**config.mk**
```make
export PLATFORM = sky130hd
export DESIGN_NAME = video_timing_sequencer
export DESIGN_NICKNAME = d
export VERILOG_FILES = /design/src/rtl/video_timing_sequencer_pkg.sv /design/src/rtl/video_timing_sequencer_line_timer.sv /design/src/rtl/video_timing_sequencer.sv
export SDC_FILE = /design/constraint.sdc
export NUM_CORES = 1
export LEC_CHECK = 0
export BUFFER_PORTS_ARGS = -buffer_cell sky130_fd_sc_hd__buf_2
export CORE_MARGIN = 5
export CORE_UTILIZATION = 35
export DETAILED_ROUTE_END_ITERATION = 16
export PLACE_DENSITY = 0.64
export SLEW_MARGIN = 20
export SYNTH_ARGS = -nofsm -noshare
export SYNTH_HDL_FRONTEND = slang
export SYNTH_SLANG_ARGS = --single-unit
export TNS_END_PERCENT = 20
```
**constraint.sdc**
```tcl
create_clock -name clk -period 3.4 [get_ports clk]
set_input_delay 0.34 -clock clk [delete_from_list [all_inputs] [get_ports clk]]
set_output_delay 0.34 -clock clk [all_outputs]
set_load 0.1 [all_outputs]
```
**src/rtl/video_timing_sequencer_pkg.sv**
```systemverilog
// rtl/video_timing_sequencer_pkg.sv - shared types, default timing constants and line classification
package video_timing_sequencer_pkg;

  localparam int H_W = 12;
  localparam int V_W = 10;

  typedef logic [H_W-1:0] hcnt_t;
  typedef logic [V_W-1:0] vcnt_t;

  typedef enum logic [1:0] {
    STD_PAL   = 2'd0,
    STD_NTSC  = 2'd1,
    STD_SECAM = 2'd2
  } video_standard_e;

  typedef enum logic [1:0] {
    VSYNC       = 2'd0,
    BLANK       = 2'd1,
    ACTIVE_LINE = 2'd2
  } line_type_e;

  localparam hcnt_t DEF_H_TOTAL_625  = 12'd3200;
  localparam hcnt_t DEF_H_TOTAL_525  = 12'd3178;
  localparam vcnt_t DEF_V_TOTAL_625  = 10'd312;
  localparam vcnt_t DEF_V_TOTAL_525  = 10'd262;
  localparam hcnt_t DEF_HSYNC_LEN    = 12'd235;
  localparam hcnt_t DEF_BURST_START  = 12'd280;
  localparam hcnt_t DEF_ACTIVE_START = 12'd525;
  localparam hcnt_t DEF_ACTIVE_LEN   = 12'd2600;
  localparam vcnt_t DEF_VSYNC_LINES  = 10'd3;
  localparam vcnt_t DEF_VBLANK_LINES = 10'd22;

  function automatic line_type_e classify_line(vcnt_t v, vcnt_t vsync_lines, vcnt_t vblank_lines);
    if (v < vsync_lines)
      return VSYNC;
    else if (v < vblank_lines)
      return BLANK;
    else
      return ACTIVE_LINE;
  endfunction

endpackage

```
**src/rtl/video_timing_sequencer_line_timer.sv**
```systemverilog
// rtl/video_timing_sequencer_line_timer.sv - horizontal counter with standard-dependent wrap and
// registered horizontal strobes for the line the parent says comes next
module video_line_timer
  import video_timing_sequencer_pkg::*;
#(
  parameter hcnt_t H_TOTAL_625  = DEF_H_TOTAL_625,
  parameter hcnt_t H_TOTAL_525  = DEF_H_TOTAL_525,
  parameter hcnt_t HSYNC_LEN    = DEF_HSYNC_LEN,
  parameter hcnt_t BURST_START  = DEF_BURST_START,
  parameter hcnt_t ACTIVE_START = DEF_ACTIVE_START,
  parameter hcnt_t ACTIVE_LEN   = DEF_ACTIVE_LEN
) (
  input  logic            clk,
  input  logic            rst,
  input  logic            step,
  input  logic            start,
  input  video_standard_e std_cur,
  input  video_standard_e std_nxt,
  input  line_type_e      line_type_nxt,
  output logic            wrap,
  output hcnt_t           h_cnt,
  output logic            sync,
  output logic            newline,
  output logic            qam_startburst,
  output logic            secam_enabled,
  output logic            active
);

  function automatic hcnt_t h_total_of(video_standard_e s);
    return (s == STD_NTSC) ? H_TOTAL_525 : H_TOTAL_625;
  endfunction

  hcnt_t h_nxt;
  hcnt_t broad_end;
  hcnt_t active_end;
  logic  is_vsync;

  // Wrap point follows the standard of the frame in progress; the strobes use the
  // standard of the cycle being presented, which differs only on a frame boundary.
  always_comb begin
    wrap       = (h_cnt == h_total_of(std_cur) - 12'd1);
    h_nxt      = h_cnt + 12'd1;
    if (start || wrap)
      h_nxt = '0;
    broad_end  = h_total_of(std_nxt) - HSYNC_LEN;
    active_end = ACTIVE_START + ACTIVE_LEN;
    is_vsync   = (line_type_nxt == VSYNC);
  end

  always_ff @(posedge clk or posedge rst) begin
    if (rst) begin
      h_cnt          <= '0;
      sync           <= 1'b0;
      newline        <= 1'b0;
      qam_startburst <= 1'b0;
      secam_enabled  <= 1'b0;
      active         <= 1'b0;
    end else if (step || start) begin
      h_cnt          <= h_nxt;
      sync           <= is_vsync ? (h_nxt < broad_end) : (h_nxt < HSYNC_LEN);
      newline        <= (h_nxt == '0);
      qam_startburst <= !is_vsync && (std_nxt != STD_SECAM) && (h_nxt == BURST_START);
      secam_enabled  <= !is_vsync && (std_nxt == STD_SECAM) && (h_nxt >= BURST_START);
      active         <= (line_type_nxt == ACTIVE_LINE) && (h_nxt >= ACTIVE_START) &&
                        (h_nxt < active_end);
    end else begin
      sync           <= 1'b0;
      newline        <= 1'b0;
      qam_startburst <= 1'b0;
      secam_enabled  <= 1'b0;
      active         <= 1'b0;
    end
  end

endmodule

```
**src/rtl/video_timing_sequencer.sv**
```systemverilog
// rtl/video_timing_sequencer.sv - composite video strobe sequencer: owns line count, line type
// and the frame-latched standard; horizontal timing lives in video_line_timer
module video_timing_sequencer
  import video_timing_sequencer_pkg::*;
#(
  parameter hcnt_t H_TOTAL_625  = DEF_H_TOTAL_625,
  parameter hcnt_t H_TOTAL_525  = DEF_H_TOTAL_525,
  parameter vcnt_t V_TOTAL_625  = DEF_V_TOTAL_625,
  parameter vcnt_t V_TOTAL_525  = DEF_V_TOTAL_525,
  parameter hcnt_t HSYNC_LEN    = DEF_HSYNC_LEN,
  parameter hcnt_t BURST_START  = DEF_BURST_START,
  parameter hcnt_t ACTIVE_START = DEF_ACTIVE_START,
  parameter hcnt_t ACTIVE_LEN   = DEF_ACTIVE_LEN,
  parameter vcnt_t VSYNC_LINES  = DEF_VSYNC_LINES,
  parameter vcnt_t VBLANK_LINES = DEF_VBLANK_LINES
) (
  input  logic            clk,
  input  logic            rst,
  input  video_standard_e video_standard,
  input  logic            enable,
  output logic            sync,
  output logic            newframe,
  output logic            newline,
  output logic            qam_startburst,
  output logic            secam_enabled,
  output logic            active,
  output video_standard_e std_cur,
  output hcnt_t           h_cnt,
  output vcnt_t           v_cnt
);

  function automatic vcnt_t v_total_of(video_standard_e s);
    return (s == STD_NTSC) ? V_TOTAL_525 : V_TOTAL_625;
  endfunction

  logic            running;
  logic            start;
  logic            step;
  logic            h_wrap;
  logic            v_last;
  logic            line_end;
  logic            frame_end;
  vcnt_t           v_nxt;
  video_standard_e std_nxt;
  line_type_e      line_type;
  line_type_e      line_type_nxt;

  // The first enabled cycle out of reset presents count (0,0) as a fresh frame
  // instead of advancing past it.
  always_comb begin
    start         = enable && !running;
    step          = enable && running;
    v_last        = (v_cnt == v_total_of(std_cur) - 10'd1);
    line_end      = step && h_wrap;
    frame_end     = line_end && v_last;
    v_nxt         = v_cnt;
    if (start || frame_end)
      v_nxt = '0;
    else if (line_end)
      v_nxt = v_cnt + 10'd1;
    std_nxt       = (start || frame_end) ? video_standard : std_cur;
    line_type_nxt = line_type;
    if (start || line_end)
      line_type_nxt = classify_line(v_nxt, VSYNC_LINES, VBLANK_LINES);
  end

  always_ff @(posedge clk or posedge rst) begin
    if (rst) begin
      running   <= 1'b0;
      v_cnt     <= '0;
      std_cur   <= STD_PAL;
      line_type <= VSYNC;
      newframe  <= 1'b0;
    end else if (start || step) begin
      running   <= 1'b1;
      v_cnt     <= v_nxt;
      std_cur   <= std_nxt;
      line_type <= line_type_nxt;
      newframe  <= start || frame_end;
    end else begin
      newframe  <= 1'b0;
    end
  end

  video_line_timer #(
    .H_TOTAL_625  (H_TOTAL_625),
    .H_TOTAL_525  (H_TOTAL_525),
    .HSYNC_LEN    (HSYNC_LEN),
    .BURST_START  (BURST_START),
    .ACTIVE_START (ACTIVE_START),
    .ACTIVE_LEN   (ACTIVE_LEN)
  ) u_line_timer (
    .clk            (clk),
    .rst            (rst),
    .step           (step),
    .start          (start),
    .std_cur        (std_cur),
    .std_nxt        (std_nxt),
    .line_type_nxt  (line_type_nxt),
    .wrap           (h_wrap),
    .h_cnt          (h_cnt),
    .sync           (sync),
    .newline        (newline),
    .qam_startburst (qam_startburst),
    .secam_enabled  (secam_enabled),
    .active         (active)
  );

endmodule

```
==> flow_summary.ini <==
[placement]
place_ws_ns = 0.210
hpwl_um = 5170
place_congestion = 0.896
io_buffers = 34
dp_cells = 398

[pwr]
clockPowerShare_pct = 17.8
p_leak_nw = 1.23
power_frac_comb_pct = 52.0
power.internal_uw = 911
pwr-share-seq_pct = 30.2
p_switching_uw = 976
p_per_area_nw_per_um2 = 642
switching_share_pct = 51.7
ir_worst_vdd_mv = 0.373

[clocking]
clk_pin_slew_ns = 0.08
clock_path_buffers = 2
clk_latency_ns = 0.29
cts_hold_buffers = 0
cts_tree = done
htreeDepth = 2
cts_buffers = 5
clock-sinks = 33
cts_root_buf = clkbuf_8

[timing]
finClkSkew_ns = 0.00821
setup_slack_ns = 0.150
tightest_slew_ns = 0.857
fmax_mhz = 308
setup_viol = 0
period_share_pct = 95.6
hold_viol_final = 0
finalSetupTns_ns = 0
maxSlewHeadroom_pct = 42.8
finalMaxSlewViolations = 0
layout_min_cycle_time_ns = 3.25
whs_ns = 0.219
rsz0062_at_grt = no

[drt]
wirelength_um = 6940
drt_iter0_drc = 170
met3_length_um = 405
wire_per_inst_um = 17.1
avgViaCountPerCell = 5.60
num_vias = 2272
drc_errors = 0
ant_nets = 0
drt_first_pass_iters = 4
highest_layer = met4
met1_length_um = 3290
wl_met2_um = 3120

[layout]
drive_gt1_share_pct = 34.2
fin_nets = 321
area_growth_pct = 18.5
fin_cells = 406
diodes = 0

[floorplan]
die_area_um2 = 8870
dieHeight_um = 94.2
fp.dieW_um = 94.2
num_rows = 30
num_io_pins = 35
initial_core_util_pct = 36.3
core_um2 = 6830

[synthesis]
async_reset_ff_share_pct = 100
synthCells = 271
synthFlopType = dfrtp_1
synth_area_leaders = dfrtp_1 33%, mux2_2 4.5%, nand3_1 3.8%
synth_edf_count = 0
synth-seq-cells = 33
synth_warnings = 0
syn_area_um2 = 2480
synth_area_leader_cell = dfrtp_1
synth_area_per_cell_um2 = 9.15
synthDistinctLibCells = 61
ys_seq_area_share_pct = 33.3
yosysTopAreaCellShare_pct = 33.3
synth.net_count = 283

[worst_setup_path]
cp_cell_sequence = or3_1 -> nor3_1 -> nand4_1 -> nand2_2 -> mux2_4 -> nand2b_4 -> ha_1 -> nand2b_1 -> a21oi_1 -> a21oi_1 -> o41ai_1 -> a21boi_0 -> o21ai_1 -> mux2i_1
start_kind = register
required_ns = 3.55
path_max_fanout = 8
crit_arrival_ns = 3.40
crit_path_frequent_cell = a21oi_1
end_kind = register
crit_slowest_cell = dfrtp_2
critical_path.top_delay_family = simple AND/OR/NAND/NOR gates
crit_path_max_incr_delay_ns = 0.45
crit_buf_inv = 0
critPathKind = reg2reg

[global_routing]
grt_pass1_wl_um = 11500
grt_start_max_net_pins = 26
grt_pass1_vias = 2184
grt_usage_pct = 16.5
grt_overflow_total = 0
antenna_found_initial = 0

[worst_hold_path]
hp-class = in2async

[flow_run]
maxCapViolations = 0

[status]
status = complete, no violations
==> worst register-to-register path, cell delays in order (launching register included) <==
cell	delay (ns)
dfrtp_2	0.45
or3_1	0.40
nor3_1	0.24
nand4_1	0.19
nand2_2	0.15
mux2_4	0.34
nand2b_4	0.17
ha_1	0.27
nand2b_1	0.05
a21oi_1	0.14
a21oi_1	0.09
o41ai_1	0.24
a21boi_0	0.15
o21ai_1	0.14
mux2i_1	0.08
==> repair_timing <==
action / 4_1_cts / 5_1_grt
setup buffers: 0 / 0
hold endpoints to repair: 0 / 0
endpoints found under the setup margin: 0 / 1
gates resized for setup: 0 / 1
==> power by group through the flow <==
stage / Combinational (mW) / Clock [mW] / Sequential (mW)
after global placement: 0.968 / 0 / 0.571
after floorplan: 0.461 / 0 / 0.897
after detailed placement: 0.973 / 0 / 0.573
after global routing: 1.04 / 0.365 / 0.581
after CTS: 0.978 / 0.342 / 0.567
final: 0.981 / 0.337 / 0.570
==> cell usage in the layout (no fill, tap or decap), types with 3 or more instances in the layout <==
cell | netlist | routed
nand2_1 | 16 | 16
nor3_1 | 8 | 8
dfrtp_2 | 0 | 14
and2_1 | 3 | 3
nand3_1 | 19 | 19
nand2b_1 | 7 | 6
nor2_1 | 22 | 22
a21oi_1 | 14 | 14
nor4_1 | 8 | 8
buf_2 | 6 | 34
xnor2_1 | 9 | 9
clkbuf_8 | 0 | 7
mux2i_1 | 7 | 6
o21ai_0 | 11 | 10
nand4_1 | 8 | 8
buf_4 | 0 | 9
ha_1 | 7 | 7
inv_1 | 11 | 11
mux2_2 | 10 | 9
xor2_1 | 5 | 5
or3_1 | 6 | 6
nand2_2 | 3 | 3
a31oi_1 | 3 | 3
dfrtp_1 | 33 | 12
dfrtp_4 | 0 | 7
==> final timing paths <==
path / startpoint / endpoint / slack [ns] / depth (start not counted)
max in group asynchronous: rst / u_line_timer.h_cnt[3]$_DFFE_PP0P_ / 2.44 / 3
hold / removal: rst / v_cnt[0]$_DFFE_PP0P_ / 0.22 / 2
hold reg to reg: line_type[1]$_DFFE_PP0P_ / line_type[1]$_DFFE_PP0P_ / 0.50 / 2
setup reg to reg: v_cnt[3]$_DFFE_PP0P_ / u_line_timer.sync$_DFF_PP0_ / 0.15 / 14
setup / recovery: v_cnt[3]$_DFFE_PP0P_ / u_line_timer.sync$_DFF_PP0_ / 0.15 / 14
min in group clk: video_standard[1] / std_cur[1]$_DFFE_PP0P_ / 0.34 / 2
==> cell type report <==
type                            count  area [µm²]
Fill cell                         686        3890
Timing Repair Buffer               43         238
Clock buffer                        7        96.3
Clock inverter                      1        5.00
Inverter                           11        41.3
Multi-Input combinational cell    215        1570
Sequential cell                    33         870
Tap cell                           96         120
==> synthesized netlist by cell type, types with 2 or more instances <==
cell type,n
nand4_1,8
nand3b_1,2
or3_1,6
o21ai_0,11
dfrtp_1,33
nor3_1,8
nor4b_1,2
o211ai_2,2
nor2_1,22
o211ai_1,2
o311a_1,2
clkbuf_1,5
inv_1,11
nand2_1,16
nand2_2,3
a21oi_1,14
nor4_1,8
nor3b_1,2
nor2b_1,2
xnor2_1,9
a31oi_1,3
a21boi_0,2
a2111oi_2,2
xor2_1,5
buf_2,6
ha_1,7
nand2b_1,7
mux2_2,10
nand3_1,19
mux2i_1,7
a41o_1,2
a21o_1,2
and2_1,3
==> state kept, by name (all words and copies together), names as in the netlist, 2 cells and up <==
signal and count:
line_type 2, std_cur 2, u_line_timer.h_cnt 12, v_cnt 10
==> cells by family (layout without fill, tap and decap cells) <==
logic type,count (synthesis),in the layout,synth area share (%)
adders and majority gates,7,7,3.53
AOI/OAI and AO/OA,55,55,16.4
xor gates and xnor gates,14,14,4.94
DFF,33,33,33.3
and+or+nand+nor,121,121,29.5
buffers and inverters,23,62,4.09
muxes,18,18,8.27
==> metal layers <==
metal	vias to the layer above	track usage, %
met2	77	25.2
li1	1086	-
met3	12	2.64
met1	1097	23.4
met5	-	0
met4	0	5.42
==> metrics by stage <==
stage,cell area (µm²),utilization [%],power (mW)
CTS,2940,43.0,1.89
floorplan,2540,-,1.36
global placement,2830,41.5,1.54
finish,2940,43.0,1.89
detailed placement,2830,41.5,1.55
global route,2940,43.0,1.99
No activity file was read; power rests on OpenSTA's default activity.
